`src/rtl/demux16_capture.sv`:
```
// Serial bit-lane demultiplexer: steers 1-bit samples into a 16-bit word and hands it off on valid/ready.
// Optional sticky duplicate-lane flag on port dup_err when DEMUX16_DUP_ERR_EN is defined.
module demux16_capture #(
    parameter logic [15:0] RESET_DATA = 16'h0000
) (
    input  logic        clk,
    input  logic        rst_n,
    input  logic        din,
    input  logic [3:0]  sel,
    input  logic        din_valid,
    output logic        din_ready,
    output logic [15:0] data_out,
    output logic [15:0] filled,
    output logic        out_valid,
    input  logic        out_ready
`ifdef DEMUX16_DUP_ERR_EN
    ,
    output logic        dup_err
`endif
);

    localparam int unsigned WORD_W = 16;

    localparam logic [0:0] ST_COLLECT = 1'b0;
    localparam logic [0:0] ST_HOLD    = 1'b1;

    logic [0:0]        state_q,  state_d;
    logic [WORD_W-1:0] data_q,   data_d;
    logic [WORD_W-1:0] filled_q, filled_d;
`ifdef DEMUX16_DUP_ERR_EN
    logic              dup_err_q, dup_err_d;
`endif

    always_ff @(posedge clk or negedge rst_n) begin
        if (!rst_n) begin
            state_q  <= ST_COLLECT;
            data_q   <= RESET_DATA;
            filled_q <= '0;
`ifdef DEMUX16_DUP_ERR_EN
            dup_err_q <= 1'b0;
`endif
        end else begin
            state_q  <= state_d;
            data_q   <= data_d;
            filled_q <= filled_d;
`ifdef DEMUX16_DUP_ERR_EN
            dup_err_q <= dup_err_d;
`endif
        end
    end

    // Next-state: collect lanes until every bit is marked, then hold until popped.
    always_comb begin
        state_d  = state_q;
        data_d   = data_q;
        filled_d = filled_q;
`ifdef DEMUX16_DUP_ERR_EN
        dup_err_d = dup_err_q;
`endif
        case (state_q)
            ST_COLLECT: begin
                if (din_valid) begin
                    data_d[sel]   = din;
                    filled_d[sel] = 1'b1;
`ifdef DEMUX16_DUP_ERR_EN
                    if (filled_q[sel]) begin
                        dup_err_d = 1'b1;
                    end
`endif
                    if (filled_d == '1) begin
                        state_d = ST_HOLD;
                    end
                end
            end
            ST_HOLD: begin
                if (out_ready) begin
                    data_d   = RESET_DATA;
                    filled_d = '0;
                    state_d  = ST_COLLECT;
                end
            end
            default: begin
                state_d = ST_COLLECT;
            end
        endcase
    end

    assign data_out  = data_q;
    assign filled    = filled_q;
    assign out_valid = (state_q == ST_HOLD);
    assign din_ready = (state_q == ST_COLLECT);
`ifdef DEMUX16_DUP_ERR_EN
    assign dup_err   = dup_err_q;
`endif

endmodule

```
`config.mk`:
```
export PLATFORM = sky130hd
export DESIGN_NAME = demux16_capture
export DESIGN_NICKNAME = d
export VERILOG_FILES = /design/src/rtl/demux16_capture.sv
export SDC_FILE = /design/constraint.sdc
export NUM_CORES = 1
export LEC_CHECK = 0
export ABC_CLOCK_PERIOD_IN_PS = 1700
export BUFFER_PORTS_ARGS = -buffer_cell sky130_fd_sc_hd__clkbuf_2
export CAP_MARGIN = 0
export CORE_ASPECT_RATIO = 0.8
export CORE_MARGIN = 1
export CORE_UTILIZATION = 52
export CTS_CLUSTER_SIZE = 12
export DETAILED_ROUTE_END_ITERATION = 10
export PLACE_DENSITY = 0.77
export SLEW_MARGIN = 10
export SYNTH_ARGS = -nofsm -noshare
export SYNTH_HDL_FRONTEND = slang
export SYNTH_SLANG_ARGS = --single-unit
```
`constraint.sdc`:
```
create_clock -name clk -period 1.7 [get_ports clk]
set_input_delay 0.255 -clock clk [delete_from_list [all_inputs] [get_ports clk]]
set_output_delay 0.255 -clock clk [all_outputs]
set_load 0.005 [all_outputs]
```
======== Yosys cells after proc, flatten, opt, wreduce, memory -nomap -nowiden ========
Index checks and enable logic that the tools add are counted.
word-level totals
  flip-flop bits (word level) ............. 33
  bits in latches ......................... 0
  bits in writable memories ............... 0
  bits in read-only memories .............. 0
  input bits .............................. 9
  output and inout bits ................... 34
  word-level logic and storage cells ...... 24
  memories kept ........................... 0
cells by class
  add/subtract/negate cells ............... 0
  $mul .................................... 0
  divide/modulo/power cells ............... 0
  order comparisons ....................... 2
  equality and inequality tests ........... 3
  shift-type cells ........................ 0
  multiplexer cells ....................... 12
  bitwise logic cells ..................... 2
  reductions and logical operators ........ 2
operators by type and width
  cell                                                                                  count
  16-bit case mux with 2 select lines                                                   2
  16-bit 2-to-1 mux                                                                     3
  16-bit bitwise mux                                                                    1
  16-bit equality test (second input constant)                                          1
  16-bit bitwise OR                                                                     1
  4-bit by 5-bit < comparator with 1-bit output (second input constant)                 1
  1-bit demux with 4-bit select                                                         1
  4-bit by 1-bit greater-or-equal comparator with 1-bit output (second input constant)  1
  1-bit 2-to-1 mux                                                                      4
  2-bit != test (second input constant)                                                 2
  1-bit case mux with 2 select lines                                                    1
  2-bit AND reduction                                                                   1
  1-bit logical AND                                                                     1
  1-bit NOT                                                                             1

======== Depth between registers and ports, before layout ========
Gate-level depths: netlist of the first run.
  word-level depth ........................ 9
  mapped depth ............................ 6
  gate-level depth less buffers ........... 4

======== Worst setup path after synthesis of the first run ========
OpenSTA, ideal clock, no wires.
  kind .................................... input port to flip-flop
  start point ............................. input port sel[2]
  end point ............................... register state_q, in the netlist out_valid
  data arrival time ....................... 1459 ps
  data required time ...................... 1634 ps
  path slack .............................. 174 ps
  cell stages on the path ................. 5
  buffers on the path ..................... 1
  cell sequence ........................... buf_6 or4b_1 a21o_1 a2111oi_4 a41o_1
between the ends
  word-level cells in the longest chain between the ends .. 9
  elaborated cells between the ends (all ways) .. 10
  classes of those cells .................. 2 x order compare; 1 x eq/ne; 5 x mux; 1 x bitwise; 1 x reduce/logical
ends and longest elaborated chain
  element                                                                                                                                                     RTL line  text
  start: declaration                                                                                                                                          9         input logic [3:0] sel,
  4-bit by 5-bit < comparator with 1-bit output (not written as such) / 4-bit by 1-bit greater-or-equal comparator with 1-bit output (equally long branches)  64        filled_d[sel] = 1'b1;
  1-bit logical AND (not written as such)                                                                                                                     64
  1-bit 2-to-1 mux (not written as such)                                                                                                                      64
  1-bit demux with 4-bit select (*)                                                                                                                           64
  16-bit bitwise OR (no source line) (*)                                                                                                                      --
  16-bit equality test (*)                                                                                                                                    70        if (filled_d == '1) begin
  1-bit 2-to-1 mux (*)                                                                                                                                        70
  1-bit 2-to-1 mux (*)                                                                                                                                        62        if (din_valid) begin
  1-bit case mux with 2 select lines (*)                                                                                                                      60        case (state_q)
  net state_d                                                                                                                                                 27        logic [0:0] state_q, state_d;
  end signal: assignment                                                                                                                                      43        state_q <= state_d;
  end: declaration                                                                                                                                            27
Mark *: on every way through the listed nets, which the timed path passes. The rest lies on a longest branch.
A chain may end at the register's enable or synchronous reset.

======== Final worst setup path of the first run ========
  start point ............................. register filled_q[14], in the netlist filled[14]
  end point ............................... register state_q, in the netlist out_valid
between the ends
  word-level cells in the longest chain between the ends .. 5
ends and longest elaborated chain
  element                             RTL line  text
  start: declaration                  29        logic [WORD_W-1:0] filled_q, filled_d;
  start signal: assignment            45        filled_q <= filled_d;
  16-bit bitwise OR (no source line)  --
  16-bit equality test                70
  1-bit 2-to-1 mux                    70
  1-bit 2-to-1 mux                    62
  1-bit case mux with 2 select lines  60
  net state_d                         27
The timed path passes the listed nets, and every way through them passes these cells.

==> results of run 1 <==
==> cells by family (layout without fill, tap and decap cells) <==
kind of cell           Yosys count  after routing  share of synthesized area [%]
and+or+nand+nor                 71             71                           21.4
DFF                             33             33                           48.9
AOI/OAI and AO/OA               30             30                           14.3
muxes                           19             19                           11.4
buffers and inverters           14             62                           4.00
==> power groups by stage <==
stage | Clock (mW) | Combinational (mW) | Sequential, mW
after floorplan | 0 | 0.424 | 1.23
after global placement | 0 | 0.792 | 1.23
after detailed placement | 0 | 0.816 | 1.25
after CTS | 0.569 | 0.824 | 1.24
after global routing | 0.603 | 0.910 | 1.27
final | 0.572 | 0.815 | 1.24
==> area by class of cell <==
| cell class | instances | area [µm²] |
|---|---|---|
| multi-input cells | 120 | 796 |
| well taps | 40 | 50.0 |
| fillers | 246 | 1030 |
| flip-flops and latches | 33 | 826 |
| inverters | 1 | 3.75 |
| repair buffers | 53 | 295 |
| clock buffers | 8 | 80.1 |
==> what timing repair did <==
action / 4_1_cts / 5_1_grt
endpoints found under the hold margin: 8 / 0
hold buffers: 1 / 0
setup buffers: 0 / 0
==> worst max path at each step <==
stage	startpoint	to	slack, ns	cells after the start
floorplan	sel[2]	out_valid	0.17	5
global placement	sel[1]	out_valid	0.12	5
detailed placement	sel[1]	out_valid	0.09	5
CTS	filled[14]	out_valid	0.14	4
global route	filled[14]	out_valid	0.06	4
finish	filled[14]	out_valid	0.15	4
==> registers in the layout (all words and copies together), names as in the netlist <==
name / count
data_out: 16
filled: 16
out_valid: 1
==> synthesized netlist by cell type <==
library cell / count
sky130_fd_sc_hd__dfrtp_1: 33
sky130_fd_sc_hd__nand2_1: 18
sky130_fd_sc_hd__nor2_1: 18
sky130_fd_sc_hd__mux2i_1: 17
sky130_fd_sc_hd__nor3_1: 9
sky130_fd_sc_hd__a22o_1: 7
sky130_fd_sc_hd__buf_2: 6
sky130_fd_sc_hd__clkbuf_1: 6
sky130_fd_sc_hd__nor4_1: 6
sky130_fd_sc_hd__a21oi_1: 5
sky130_fd_sc_hd__o21ai_0: 5
sky130_fd_sc_hd__nand2b_1: 4
sky130_fd_sc_hd__nor2b_1: 4
sky130_fd_sc_hd__a32o_1: 3
sky130_fd_sc_hd__nand3_1: 3
sky130_fd_sc_hd__a31oi_1: 2
sky130_fd_sc_hd__a32oi_1: 2
sky130_fd_sc_hd__and4b_1: 2
sky130_fd_sc_hd__mux2_2: 2
sky130_fd_sc_hd__nand4_1: 2
sky130_fd_sc_hd__a2111oi_4: 1
sky130_fd_sc_hd__a21o_1: 1
sky130_fd_sc_hd__a2bb2oi_1: 1
sky130_fd_sc_hd__a41o_1: 1
sky130_fd_sc_hd__and2_1: 1
sky130_fd_sc_hd__and4bb_2: 1
sky130_fd_sc_hd__buf_6: 1
sky130_fd_sc_hd__inv_1: 1
sky130_fd_sc_hd__nand3b_1: 1
sky130_fd_sc_hd__nor4bb_1: 1
sky130_fd_sc_hd__o31a_1: 1
sky130_fd_sc_hd__o31ai_1: 1
sky130_fd_sc_hd__or4b_1: 1
==> metal layers <==
layer  wire (µm)  track usage, %
met5           0               0
met4          65            12.0
met3         291            5.17
met2        1990            40.6
met1        1890            36.0
==> worst max-delay path: cells and delay by family (launching register included) <==
family           cells  cell delay [ns]
AND/OR/NAND/NOR      1             0.45
AO/OA/AOI/OAI        3             0.67
flip-flops           1             0.38
==> through the flow <==
stage | util (%) | hold WS, ns | std cells | power (mW) | worst slack (ns)
floorplan | - | -0.0406 | 167 | 1.65 | 0.174
global route | 66.5 | 0.341 | 255 | 2.78 | 0.0616
detailed placement | 63.5 | 0.302 | 246 | 2.06 | 0.0894
global placement | 63.5 | 0.292 | 246 | 2.02 | 0.116
finish | 66.5 | 0.319 | 255 | 2.62 | 0.149
CTS | 66.5 | 0.317 | 255 | 2.63 | 0.142
==> out/results.env, run 1 <==
OUTCOME='finished, final reports clean'
DIODES=0
TIMING.CLOCK.SKEW_NS=0.00909
CRITPATHKIND='reg2reg'
CLOCK_SINKS=33
NETLIST-CELL-TYPE-COUNT=33
REG2REG_FROM='filled[14]'
LEAKAGE_nW=0.937
WORST-SLEW-PIN-TRANSITION_NS=0.606
SEQUENTIALPOWERSHARE_PCT=47.2
FIN_CRIT_NS=1.55
DRCVIOLATIONCOUNT=0
LEADING_CELL_TYPES_IN_THE_LAYOUT_FILL_AND_TAPS_EXCLUDED='sky130_fd_sc_hd__clkbuf_2 (42), sky130_fd_sc_hd__dfrtp_1 (33), sky130_fd_sc_hd__nor2_1 (18), sky130_fd_sc_hd__nand2_1 (18), sky130_fd_sc_hd__mux2i_1 (17)'
POWER.SWITCHING_mW=0.886
CRITICAL_PATH_CELL_BY_CELL='or4b_1, a21o_1, a2111oi_4, a41o_1'
WORST-PATH-MAX-FANOUT=4
TIMING_MAX_TRANSITION_VIOLATIONS_FINAL=0
TIMING.CRITICAL_PATH.SLOWEST_CELL_DELAY_NS=0.45
HOLD_END='out_valid'
ANTENNA_VIOLATIONS_BEFORE_REPAIR=0
POST_DP_CELL_AREA_UM2=1960
GRT_START_MAX_NET_PINS=34
POST_CTS_RESIZE_COUNT=0
YS.WARNINGS.COUNT=0
FLOORPLAN.DIE.WIDTH_UM=65.7
CELL_INTERNAL_PWR_mW=1.74
FINISH.NET_COUNT=223
DR_TOTAL_VIAS=1525
GRT_SETUP_UNREPAIRED='false'
DIE_AREA_UM2=3480
AREAGROWTHSYNTHTOFINISH_PCT=21.4
MAXCAPVIOLATIONS=0
SETUP_VIOLATORS_FINAL=0
DETAIL_ROUTE.WL_PER_CELL_UM=16.6
CRITPATHARRIVALTIME_NS=1.78
NUMBER_OF_GLOBAL_ROUTE_VIAS_BEFORE_REPAIR=1397
YS_SEQ_ELEMENTS=33
SYNTH_TOP_AREA_CELL='sky130_fd_sc_hd__dfrtp_1'
WORST-R2R-CELL-COUNT=4
DETAILEDROUTE.FIRSTPASSITERATIONCOUNT=4
CLOCK_TREE.ROOT_CELL='sky130_fd_sc_hd__clkbuf_8'
PLACEABLECOREAREA_UM2=3090
HP-CLASS='in2reg'
COMB_POWER_SHARE_PCT=31.1
CTS-HTREE-LEVELS=2
TIMING.MAX_SLEW.REL_SLACK_PCT=59.3
CP.REQUIRED_NS=1.93
GRT_PASS1_WL_MM=6.69
SYNTHESIS.NETS=176
FINAL_MIN_PERIOD_OVER_CLOCK_PERIOD_PCT=91.3
FIRST_ITER_VIOLATIONS=108
START_UTIL_PCT=54.7
SYNTHESIS.AREA_UM2=1690
CLOCK_TREE.BUFFER_DEPTH=2
GP_CONGESTION=0.915
OVERFLOW=0
LAYOUT-DRIVE-GT1-SHARE_PCT=28.4
SYNTH.YOSYS.SEQ_AREA_SHARE_PCT=48.9
MIN_DELAY_PATH_DEPTH=3
R2R_SETUP_SLK_NS=0.15
POST-SYNTH-TOP-AREA-FRACTION_PCT=48.9
SWITCHING_SHARE_OF_TOTAL_POWER_PCT=33.7
CTS_TREE='done'
GLOBALROUTETOTALUTIL_PCT=26.4
PATH_CLK_SLEW_NS=0.07
CLOCK_LATENCY_NS=0.29
IO_BUF_COUNT=42
SETUP.WORST_PATH.START_CLASS='flop'
HOLD_PATH_STARTPOINT='out_ready'
ANTENNA_LEFT=0
FINAL-HOLD-VIOLATION-COUNT=0
P_CLK_SHARE_PCT=21.8
END_KIND='flop'
ROUTED_VIA_DENSITY=5.98
SETUP_TOTAL_NEGATIVE_SLACK_NS=0
WORST_PATH_MAX_DELAY_CELL='sky130_fd_sc_hd__or4b_1'
SYNTHTOPCELLSBYAREA='sky130_fd_sc_hd__dfrtp_1 (49%), sky130_fd_sc_hd__mux2i_1 (10%), sky130_fd_sc_hd__nand2_1 (4.0%), sky130_fd_sc_hd__nor2_1 (4.0%), sky130_fd_sc_hd__a22o_1 (3.6%)'
POWER_PER_CELL_AREA_nW_PER_UM2=1280
IO-PIN-COUNT=43
DIE-HEIGHT_UM=53.0
FINAL_COMMON_CELL='sky130_fd_sc_hd__clkbuf_2'
FINISH.INSTANCE_AREA_UM2=2050
CORE.ROWCOUNT=18
SYNTHESIS.AREA_PER_INSTANCE_UM2=10.1
TRITONCTS.NUM_BUFFERS=5
WORSTREG2REGEND='out_valid'
DRT_WL_TOTAL_MM=4.24
DP_HPWL_MM=3.01
VDD.IR_DROP.WORST_V=0.000616
NETLIST_INSTANCES=167
FMAXACHIEVABLE_MHz=645
(Power assumes the default switching activity.)
==> run 2, diff against run 1 <==
CORE_MARGIN = 2   (was 1)
CORE_UTILIZATION = 50   (was 52)
GPL_TIMING_DRIVEN = 0   (was not set)
PLACE_DENSITY = 0.75   (was 0.77)
==> out/results.env, run 2 (synthesized netlist as in run 1, its figures left out) <==
DP_HPWL_MM=3.03
CLOCK_SINKS=33
FINAL_COMMON_CELL='sky130_fd_sc_hd__clkbuf_2'
SETUP_VIOLATORS_FINAL=0
CTS-HTREE-LEVELS=2
CTS.REPAIR_TIMING.SETUP_BUFFER_COUNT=0
TRITONCTS.NUM_BUFFERS=5
CTS_TREE='done'
TIMING.MAX_SLEW.REL_SLACK_PCT=45.2
TIMING_MAX_TRANSITION_VIOLATIONS_FINAL=0
TIMING.CLOCK.SKEW_NS=0.00682
POSTCTSHOLDBUFS=0
DIODES=0
LEADING_CELL_TYPES_IN_THE_LAYOUT_FILL_AND_TAPS_EXCLUDED='sky130_fd_sc_hd__clkbuf_2 (41), sky130_fd_sc_hd__dfrtp_1 (33), sky130_fd_sc_hd__nor2_1 (18), sky130_fd_sc_hd__nand2_1 (18), sky130_fd_sc_hd__mux2i_1 (16)'
WORST_PATH_MAX_DELAY_CELL='sky130_fd_sc_hd__dfrtp_1'
DRCVIOLATIONCOUNT=0
GRT_PASS1_WL_MM=7.08
CLOCK_TREE.ROOT_CELL='sky130_fd_sc_hd__clkbuf_8'
OUTCOME='finished, final reports clean'
END_KIND='flop'
SEQCELLAREA_UM2=826
FINAL_UTIL_PCT=65.5
GRT_START_MAX_NET_PINS=34
NUMBER_OF_GLOBAL_ROUTE_VIAS_BEFORE_REPAIR=1435
CLOCK_TREE.BUFFER_DEPTH=2
POST_DP_CELL_AREA_UM2=1940
GP_CONGESTION=0.887
GLOBALROUTETOTALUTIL_PCT=24.8
FIN_WORST_HOLD_SLACK_NS=0.0497
CRITPATHARRIVALTIME_NS=1.78
TIMING.CRITICAL_PATH.SLOWEST_CELL_DELAY_NS=0.49
MAXCAPVIOLATIONS=0
DIE-HEIGHT_UM=56.0
IO_BUF_COUNT=40
IO-PIN-COUNT=43
DR_TOTAL_VIAS=1517
SETUP.WORST_PATH.START_CLASS='flop'
LAYOUT-DRIVE-GT1-SHARE_PCT=29.8
WORST-SLEW-PIN-TRANSITION_NS=0.822
FLOORPLAN.DIE.WIDTH_UM=69.0
DP_CELLS=247
DETAIL_ROUTE.WL_PER_CELL_UM=16.8
TIMING.CRITICAL_PATH.FROM='out_valid'
ROUTED_VIA_DENSITY=5.95
AREAGROWTHSYNTHTOFINISH_PCT=22.2
FINISH.NET_COUNT=223
POWER_PER_CELL_AREA_nW_PER_UM2=1310
AREA_USED_BY_MULTI_INPUT_COMBINATIONAL_LOGIC_UM2=818
ANTENNA_VIOLATIONS_BEFORE_REPAIR=0
LAYOUT.CELLS.NON_FILLER=255
LAYOUT.FILLER_CELLS=281
FIN_CRIT_NS=1.61
WORSTPATHBUFFERINVERTERCOUNT=1
DRT_WL_TOTAL_MM=4.29
CLOCK_LATENCY_NS=0.29
PATH_CLK_SLEW_NS=0.07
CRITICAL_PATH_CELL_BY_CELL='mux2i_2, clkbuf_2, nor3_1, mux2i_1, nor2_1'
FINISH.INSTANCE_AREA_UM2=2060
LEAKAGE_nW=0.934
FMAXACHIEVABLE_MHz=621
OVERFLOW=0
GRT_SETUP_UNREPAIRED='false'
ANTENNA_LEFT=0
WORST-PATH-MAX-FANOUT=10
VDD.IR_DROP.WORST_V=0.000756
CP.REQUIRED_NS=1.87
CP_TOP_FAMILY='multiplexers'
FINAL_MIN_PERIOD_OVER_CLOCK_PERIOD_PCT=94.8
FIRST_ITER_VIOLATIONS=126
CORE.ROWCOUNT=18
REG2REG_FROM='out_valid'
SETUP_TOTAL_NEGATIVE_SLACK_NS=0
DIE_AREA_UM2=3860
HP-CLASS='in2async'
PLACEABLECOREAREA_UM2=3150
START_UTIL_PCT=53.6
CRITPATHKIND='reg2reg'
DETAILEDROUTE.FIRSTPASSITERATIONCOUNT=4
FINAL-HOLD-VIOLATION-COUNT=0
run 2: cell count changes in the layout (fill, tap and decap cells not counted), moves of 2 or more:
cell                       change
sky130_fd_sc_hd__buf_2         +6
sky130_fd_sc_hd__buf_4        -10
sky130_fd_sc_hd__clkbuf_1      +2
sky130_fd_sc_hd__clkbuf_8      +2
sky130_fd_sc_hd__nor4_1        -2
sky130_fd_sc_hd__nor4_2        +2
run 2: through the flow:
stage / setup slack, ns / total power, mW
after global placement: -0.0454 / 2.01
after floorplan: 0.174 / 1.65
after global routing: 0.00372 / 2.87
after detailed placement: -0.105 / 2.05
after CTS: 0.108 / 2.71
final: 0.0886 / 2.71
run 2: metal layers:
metal | vias to the layer above | GRT usage (%) | share of wire (%) | wire [µm]
met3 | 9 | 8.70 | 6.1 | 262
met5 | - | 0 | 0 | 0
met1 | 749 | 35.5 | 46 | 1960
met4 | 0 | 8.96 | 1.8 | 78
li1 | 710 | - | - | -
met2 | 49 | 34.6 | 46 | 1990
run 2: final timing paths:
| check | cells after the start | endpoint | slack (ns) |
|---|---|---|---|
| max | 5 | data_out[5] | 0.09 |
| min | 1 | data_out[3] | 0.05 |
| max reg2reg | 5 | data_out[5] | 0.09 |
| min reg2reg | 2 | data_out[8] | 0.52 |
| max in group asynchronous | 1 | filled[5] | 1.13 |
| min in group clk | 3 | data_out[4] | 0.28 |
run 2: repair_timing:
item                       4_1_cts  5_1_grt
hold endpoints to repair         0        0
pin swaps                        0        0
setup endpoints to repair        1        4
resized for setup                2        3
run 2: final cells by class:
class | count | share of cell area (%)
inverters | 1 | 0.182
flip-flops and latches | 33 | 40.0
well taps | 40 | 2.42
plain buffers | 13 | 3.15
repair buffers | 40 | 9.70
multi-input cells | 120 | 39.6
clock inverters | 1 | 0.242
clock buffers | 7 | 4.67
run 2: where the power goes:
group,internal (mW),switching [mW]
Clock,0.366,0.292
Sequential,1.03,0.206
Combinational,0.413,0.401
run 2: worst register-to-register path: cells and delay by family, from the launching register on:
family	cells	cell delay, ns
mux	2	0.55
flops	1	0.49
buf+inv	1	0.29
simple gates	2	0.15
